**config.mk**
```make
export PLATFORM = sky130hd
export DESIGN_NAME = bloom_ctrl
export DESIGN_NICKNAME = d
export VERILOG_FILES = /design/src/rtl/bloom_pkg.sv /design/src/rtl/bloom_hash.sv /design/src/rtl/bloom_ctrl.sv
export SDC_FILE = /design/constraint.sdc
export NUM_CORES = 1
export LEC_CHECK = 0
export BUFFER_PORTS_ARGS = -buffer_cell sky130_fd_sc_hd__buf_4
export CELL_PAD_IN_SITES_DETAIL_PLACEMENT = 1
export CELL_PAD_IN_SITES_GLOBAL_PLACEMENT = 1
export CORE_ASPECT_RATIO = 2
export CORE_MARGIN = 2
export CORE_UTILIZATION = 45
export DETAILED_ROUTE_END_ITERATION = 10
export PLACE_DENSITY = 0.79
export SYNTH_ARGS = -nofsm -noshare
export SYNTH_HDL_FRONTEND = slang
export SYNTH_SLANG_ARGS = --single-unit
export TNS_END_PERCENT = 5
```
**constraint.sdc**
```tcl
create_clock -name clk_i -period 8.35 [get_ports clk_i]
set_input_delay 0.4175 -clock clk_i [delete_from_list [all_inputs] [get_ports clk_i]]
set_output_delay 0.4175 -clock clk_i [all_outputs]
set_load 0.01 [all_outputs]
```
**src/rtl/bloom_pkg.sv**
```systemverilog
// Shared types and hash constants for the Bloom-filter instruction sequencer.
package bloom_pkg;

  typedef enum logic [1:0] {
    OP_NOP    = 2'b00,
    OP_INSERT = 2'b01,
    OP_CHECK  = 2'b10,
    OP_CLEAR  = 2'b11
  } bloom_op_e;

  typedef enum logic [2:0] {
    ST_IDLE,
    ST_RD,
    ST_RDAT,
    ST_WR,
    ST_CLR,
    ST_RESP
  } bloom_state_e;

  localparam logic [31:0] HASH_C0 = 32'h9E37_79B1;
  localparam logic [31:0] HASH_C1 = 32'h85EB_CA77;
  localparam logic [31:0] HASH_C2 = 32'hC2B2_AE3D;
  localparam logic [31:0] HASH_C3 = 32'h27D4_EB2F;

  function automatic logic [31:0] hash_const(input logic [1:0] k);
    case (k)
      2'd0:    return HASH_C0;
      2'd1:    return HASH_C1;
      2'd2:    return HASH_C2;
      default: return HASH_C3;
    endcase
  endfunction

endpackage

```
**src/rtl/bloom_hash.sv**
```systemverilog
// Multiply-shift hash: bit index is the top log2(NUM_BITS) bits of the low 32-bit product.
module bloom_hash import bloom_pkg::*; #(
  parameter int NUM_BITS = 1024
) (
  input  logic [31:0]                   key,
  input  logic [1:0]                    k,
  output logic [$clog2(NUM_BITS)-1:0]   idx
);

  localparam int IDX_W = $clog2(NUM_BITS);

  logic [31:0] prod;

  assign prod = key * hash_const(k);
  assign idx  = IDX_W'(prod >> (32 - IDX_W));

endmodule

```
**src/rtl/bloom_ctrl.sv**
```systemverilog
// Bloom-filter sequencer: hashes a key and performs per-index read-modify-write on external word RAM.
//
// state | meaning
// IDLE  | ready for a request
// RD    | read the word holding index k
// RDAT  | read data returned; accumulate hit, keep word for RMW
// WR    | write back word with bit k set (INSERT only)
// CLR   | zero one word per cycle across the array
// RESP  | one-cycle result pulse
module bloom_ctrl import bloom_pkg::*; #(
  parameter int NUM_BITS = 1024,
  parameter int WORD_W   = 32,
  parameter int NUM_HASH = 3
) (
  input  logic                                 clk_i,
  input  logic                                 rst_ni,
  input  logic                                 req_valid_i,
  output logic                                 req_ready_o,
  input  logic [1:0]                           req_op_i,
  input  logic [31:0]                          req_key_i,
  output logic                                 resp_valid_o,
  output logic [31:0]                          resp_result_o,
  output logic                                 busy_o,
  output logic [15:0]                          num_inserted_o,
  output logic                                 mem_req_o,
  output logic                                 mem_we_o,
  output logic [$clog2(NUM_BITS/WORD_W)-1:0]   mem_addr_o,
  output logic [WORD_W-1:0]                    mem_wdata_o,
  input  logic [WORD_W-1:0]                    mem_rdata_i
);

  localparam int IDX_W  = $clog2(NUM_BITS);
  localparam int BIT_W  = $clog2(WORD_W);
  localparam int ADDR_W = $clog2(NUM_BITS/WORD_W);
  localparam logic [ADDR_W-1:0] LAST_WORD = ADDR_W'(NUM_BITS/WORD_W - 1);
  localparam logic [1:0]        LAST_K    = 2'(NUM_HASH - 1);

  bloom_state_e        state, state_nxt;
  bloom_op_e           op_q;
  logic [31:0]         key_q;
  logic [1:0]          k_q;
  logic                hit_q;
  logic [WORD_W-1:0]   rdata_q;
  logic [ADDR_W-1:0]   clr_addr_q;
  logic [15:0]         count_q;

  logic [IDX_W-1:0]    idx;
  logic [ADDR_W-1:0]   word_sel;
  logic [BIT_W-1:0]    bit_sel;
  logic                k_last;
  logic                accept;

  bloom_hash #(.NUM_BITS(NUM_BITS)) u_hash (
    .key (key_q),
    .k   (k_q),
    .idx (idx)
  );

  assign word_sel = idx[IDX_W-1:BIT_W];
  assign bit_sel  = idx[BIT_W-1:0];
  assign k_last   = (k_q == LAST_K);
  assign accept   = (state == ST_IDLE) && req_valid_i;

  always_comb begin
    state_nxt     = state;
    req_ready_o   = 1'b0;
    resp_valid_o  = 1'b0;
    resp_result_o = '0;
    mem_req_o     = 1'b0;
    mem_we_o      = 1'b0;
    mem_addr_o    = '0;
    mem_wdata_o   = '0;
    case (state)
      ST_IDLE: begin
        req_ready_o = 1'b1;
        if (req_valid_i) begin
          case (bloom_op_e'(req_op_i))
            OP_INSERT, OP_CHECK: state_nxt = ST_RD;
            OP_CLEAR:            state_nxt = ST_CLR;
            default:             state_nxt = ST_RESP;
          endcase
        end
      end
      ST_RD: begin
        mem_req_o  = 1'b1;
        mem_addr_o = word_sel;
        state_nxt  = ST_RDAT;
      end
      ST_RDAT: begin
        if (op_q == OP_INSERT) state_nxt = ST_WR;
        else if (k_last)       state_nxt = ST_RESP;
        else                   state_nxt = ST_RD;
      end
      ST_WR: begin
        mem_req_o   = 1'b1;
        mem_we_o    = 1'b1;
        mem_addr_o  = word_sel;
        mem_wdata_o = rdata_q | (WORD_W'(1) << bit_sel);
        state_nxt   = k_last ? ST_RESP : ST_RD;
      end
      ST_CLR: begin
        mem_req_o  = 1'b1;
        mem_we_o   = 1'b1;
        mem_addr_o = clr_addr_q;
        state_nxt  = (clr_addr_q == LAST_WORD) ? ST_RESP : ST_CLR;
      end
      ST_RESP: begin
        resp_valid_o  = 1'b1;
        resp_result_o = {31'b0, hit_q && (op_q == OP_INSERT || op_q == OP_CHECK)};
        state_nxt     = ST_IDLE;
      end
      default: state_nxt = ST_IDLE;
    endcase
  end

  always_ff @(posedge clk_i or negedge rst_ni) begin
    if (!rst_ni) begin
      state      <= ST_IDLE;
      op_q       <= OP_NOP;
      key_q      <= '0;
      k_q        <= '0;
      hit_q      <= 1'b0;
      rdata_q    <= '0;
      clr_addr_q <= '0;
      count_q    <= '0;
    end else begin
      state <= state_nxt;
      if (accept) begin
        op_q       <= bloom_op_e'(req_op_i);
        key_q      <= req_key_i;
        k_q        <= '0;
        hit_q      <= 1'b1;
        clr_addr_q <= '0;
      end
      case (state)
        ST_RDAT: begin
          hit_q   <= hit_q & mem_rdata_i[bit_sel];
          rdata_q <= mem_rdata_i;
          if (op_q == OP_CHECK && !k_last) k_q <= k_q + 2'd1;
        end
        ST_WR:   if (!k_last) k_q <= k_q + 2'd1;
        ST_CLR:  clr_addr_q <= clr_addr_q + ADDR_W'(1);
        ST_RESP: begin
          if (op_q == OP_CLEAR) count_q <= '0;
          else if (op_q == OP_INSERT && count_q != 16'hFFFF) count_q <= count_q + 16'd1;
        end
        default: ;
      endcase
    end
  end

  assign busy_o         = (state != ST_IDLE);
  assign num_inserted_o = count_q;

endmodule

```
==> flow_summary.json <==
{
  "cts_buffers": 9,
  "synth-simple-area-share_pct": 11.8,
  "ys_ff_latch": 93,
  "syn_to_final_growth_pct": 20.9,
  "synth.area.top_cells": "fa_1 41%, dfrtp_1 12%, ha_1 8.9%",
  "gr-total-overflow": 0,
  "max_cap_violations": 0,
  "crit_fanout": 8,
  "hold_viol": 0,
  "firstDrtPassIters": 5,
  "io_buffer_count": 127,
  "dp_hpwl_um": 70700,
  "crit_start": "k_q[0]",
  "ys_seq_area_share_pct": 12.0,
  "cp.arrival_ns": 8.50,
  "cp_slowest_cell": "fa_1",
  "wirelength_um": 83200,
  "io_pins": 159,
  "nNetsFinal": 2963,
  "die_h_um": 298,
  "crit_type": "flip-flop to output pin",
  "muxShareOfSynthArea_pct": 2.50,
  "cts_tree": "yes",
  "start_util_pct": 45.6,
  "antenna_cells": 0,
  "synthArstFlopShare_pct": 100,
  "grt_pass1_vias": 19600,
  "worst_pin_slew_ns": 1.10,
  "grt_pass1_wl_um": 122000,
  "stdcell_count": 2902,
  "synth_top_flop_cell": "dfrtp_1",
  "dp_cells": 2879,
  "fin_skew_ns": 0.0237,
  "yosysMostFrequentCell": "inv_1",
  "rsz0062_at_grt": "yes",
  "crit_top_cell": "fa_1",
  "synth_compound_area_share_pct": 7.91,
  "synth_top_family_by_area": "adder cells",
  "rr_startpoint": "k_q[0]",
  "synth-edff-count": 0,
  "core_area_um2": 42700,
  "synth.avg_cell_area_um2": 9.67,
  "num_vias": 16500,
  "grt_max_degree": 71,
  "clock.fmax_mhz": 112,
  "antenna_found_initial": 0,
  "critPathLaunchType": "flip-flop",
  "synthXorXnorAreaFrac_pct": 4.22,
  "crit_path_end": "mem_wdata_o[24]",
  "synth_cells": 2013,
  "violations": "negative setup slack",
  "die_x_um": 151,
  "cts.sinks": 93,
  "final_min_period_over_clock_period_pct": 107,
  "ys_warn_count": 0,
  "critical_path.max_stage_delay_ns": 0.58,
  "first_iter_violations": 647,
  "yosys.area.top_type": "fa_1",
  "drtAntennaViolNets": 0,
  "hp-class": "input port to flip-flop",
  "crit_required_ns": 7.93,
  "drive_above_1_share_pct": 23.2,
  "setup_viol": 38,
  "reg2reg_depth": 29,
  "cts.clk_slew.worst_paths_ns": 0.09,
  "root_buffer": "clkbuf_16",
  "ys_types": 77,
  "layout_setup_ws_ns": -0.570,
  "timing.rr.end": "hit_q",
  "synthTopCellsByCount": "432 x inv_1, 402 x fa_1, 160 x nor2_1",
  "fin_setup_tns_ns": -18.14,
  "drv_slew": 0,
  "netlist.area_leader.share_pct": 41.4,
  "fin_util_pct": 55.1,
  "cts.htree.levels": 3,
  "drc_errors": 0,
  "via_per_inst": 5.67,
  "synthAdderAreaFrac_pct": 50.3,
  "drt-wirelength-per-cell_um": 28.7,
  "die_area_um2": 45000,
  "slew_headroom_pct": 26.2,
  "r2r_slack_ns": -0.19,
  "cp-end-kind": "output pin",
  "clock_latency_ns": 0.41,
  "grt_use_total_pct": 38.5,
  "fin_crit_ns": 8.92,
  "cts_buffer_depth": 2,
  "status": "complete, but fails checks",
  "pre_cts_ws_ns": -0.502,
  "rows": 107,
  "gp_congestion": 1.08,
  "synth_area_um2": 19500
}
==> per-stage QoR <==
stage,hold WS [ns],instance area (µm²)
3_5_place_dp,0.356,22700
3_3_place_gp,0.351,22700
5_1_grt,0.217,23500
4_1_cts,0.207,23300
6_report,0.213,23500
2_1_floorplan,0.122,19600
==> cell type report <==
cell class	instances	area, µm²
fill	4848	19200
multi-input combinational	1407	15400
timing repair buffer	403	3120
sequential	93	2330
inverter	439	1660
tap	545	682
clock buffer	9	225
clock inverter	6	96.3
==> flip-flops by register name, summed over array words and instances, names as in the netlist <==
name and count:
rdata_q 32, op_q 2, clr_addr_q 5, k_q 2, state 3, hit_q 1
key_q 32, num_inserted_o 16
==> how the worst min path moves through the flow <==
stage	from	depth (start not counted)	end
3_5_place_dp	rst_ni	1	num_inserted_o[7]
3_3_place_gp	rst_ni	1	num_inserted_o[13]
5_1_grt	req_key_i[28]	3	key_q[28]
6_report	req_key_i[28]	3	key_q[28]
4_1_cts	req_key_i[24]	3	key_q[24]
2_1_floorplan	rst_ni	0	clr_addr_q[0]
==> cell usage in the layout (no fill, tap or decap), types with 7 or more instances in the layout <==
cell	count
nor2_2	9
nand2b_1	49
a221oi_1	17
nor3_1	9
clkbuf_16	9
buf_6	12
ha_1	128
inv_1	429
fa_1	397
o21ai_0	53
nand2_1	141
mux2_2	41
xor2_1	20
xnor2_1	63
nor2_1	148
buf_4	386
nand4_1	13
nor2b_1	23
and2_1	31
dfrtp_1	92
nand3_1	8
a22o_1	7
a21oi_1	54
a22oi_1	23
conb_1	31
ha_4	7
==> metal layers <==
metal | wire length, µm | global-route usage, % | vias to the layer above
met5 | 0 | 0 | -
met4 | 11800 | 40.3 | 0
met3 | 3880 | 7.43 | 468
met2 | 44500 | 70.0 | 766
met1 | 22900 | 32.3 | 8428
li1 | - | - | 6796
==> cells by family after synthesis <==
kind of cell	Yosys count
xor+xnor	89
other cells	1
flops	93
compound gates	221
simple gates	481
mux	43
buf+inv	544
fa+ha+maj	541
==> critical path: cells and delay by family (launching register included) <==
family                   cells  cell delay, ns
AND/OR/NAND/NOR              6            1.09
flip-flops                   1            0.43
buffers and inverters       10            1.31
AO/OA/AOI/OAI                4            0.45
adder cells (fa/ha/maj)     10            4.62
XOR/XNOR                     1            0.16
==> timing repair <==
action	in CTS	in global routing
pin swaps	18	23
hold endpoints to repair	23	0
setup endpoints to repair	38	38
buffers inserted	5	4
hold buffers	1	0
gates cloned	0	1
resized for setup	57	33
Power is not shown: default switching activity piles up to over one toggle a cycle in this logic, so the estimate is an artifact.
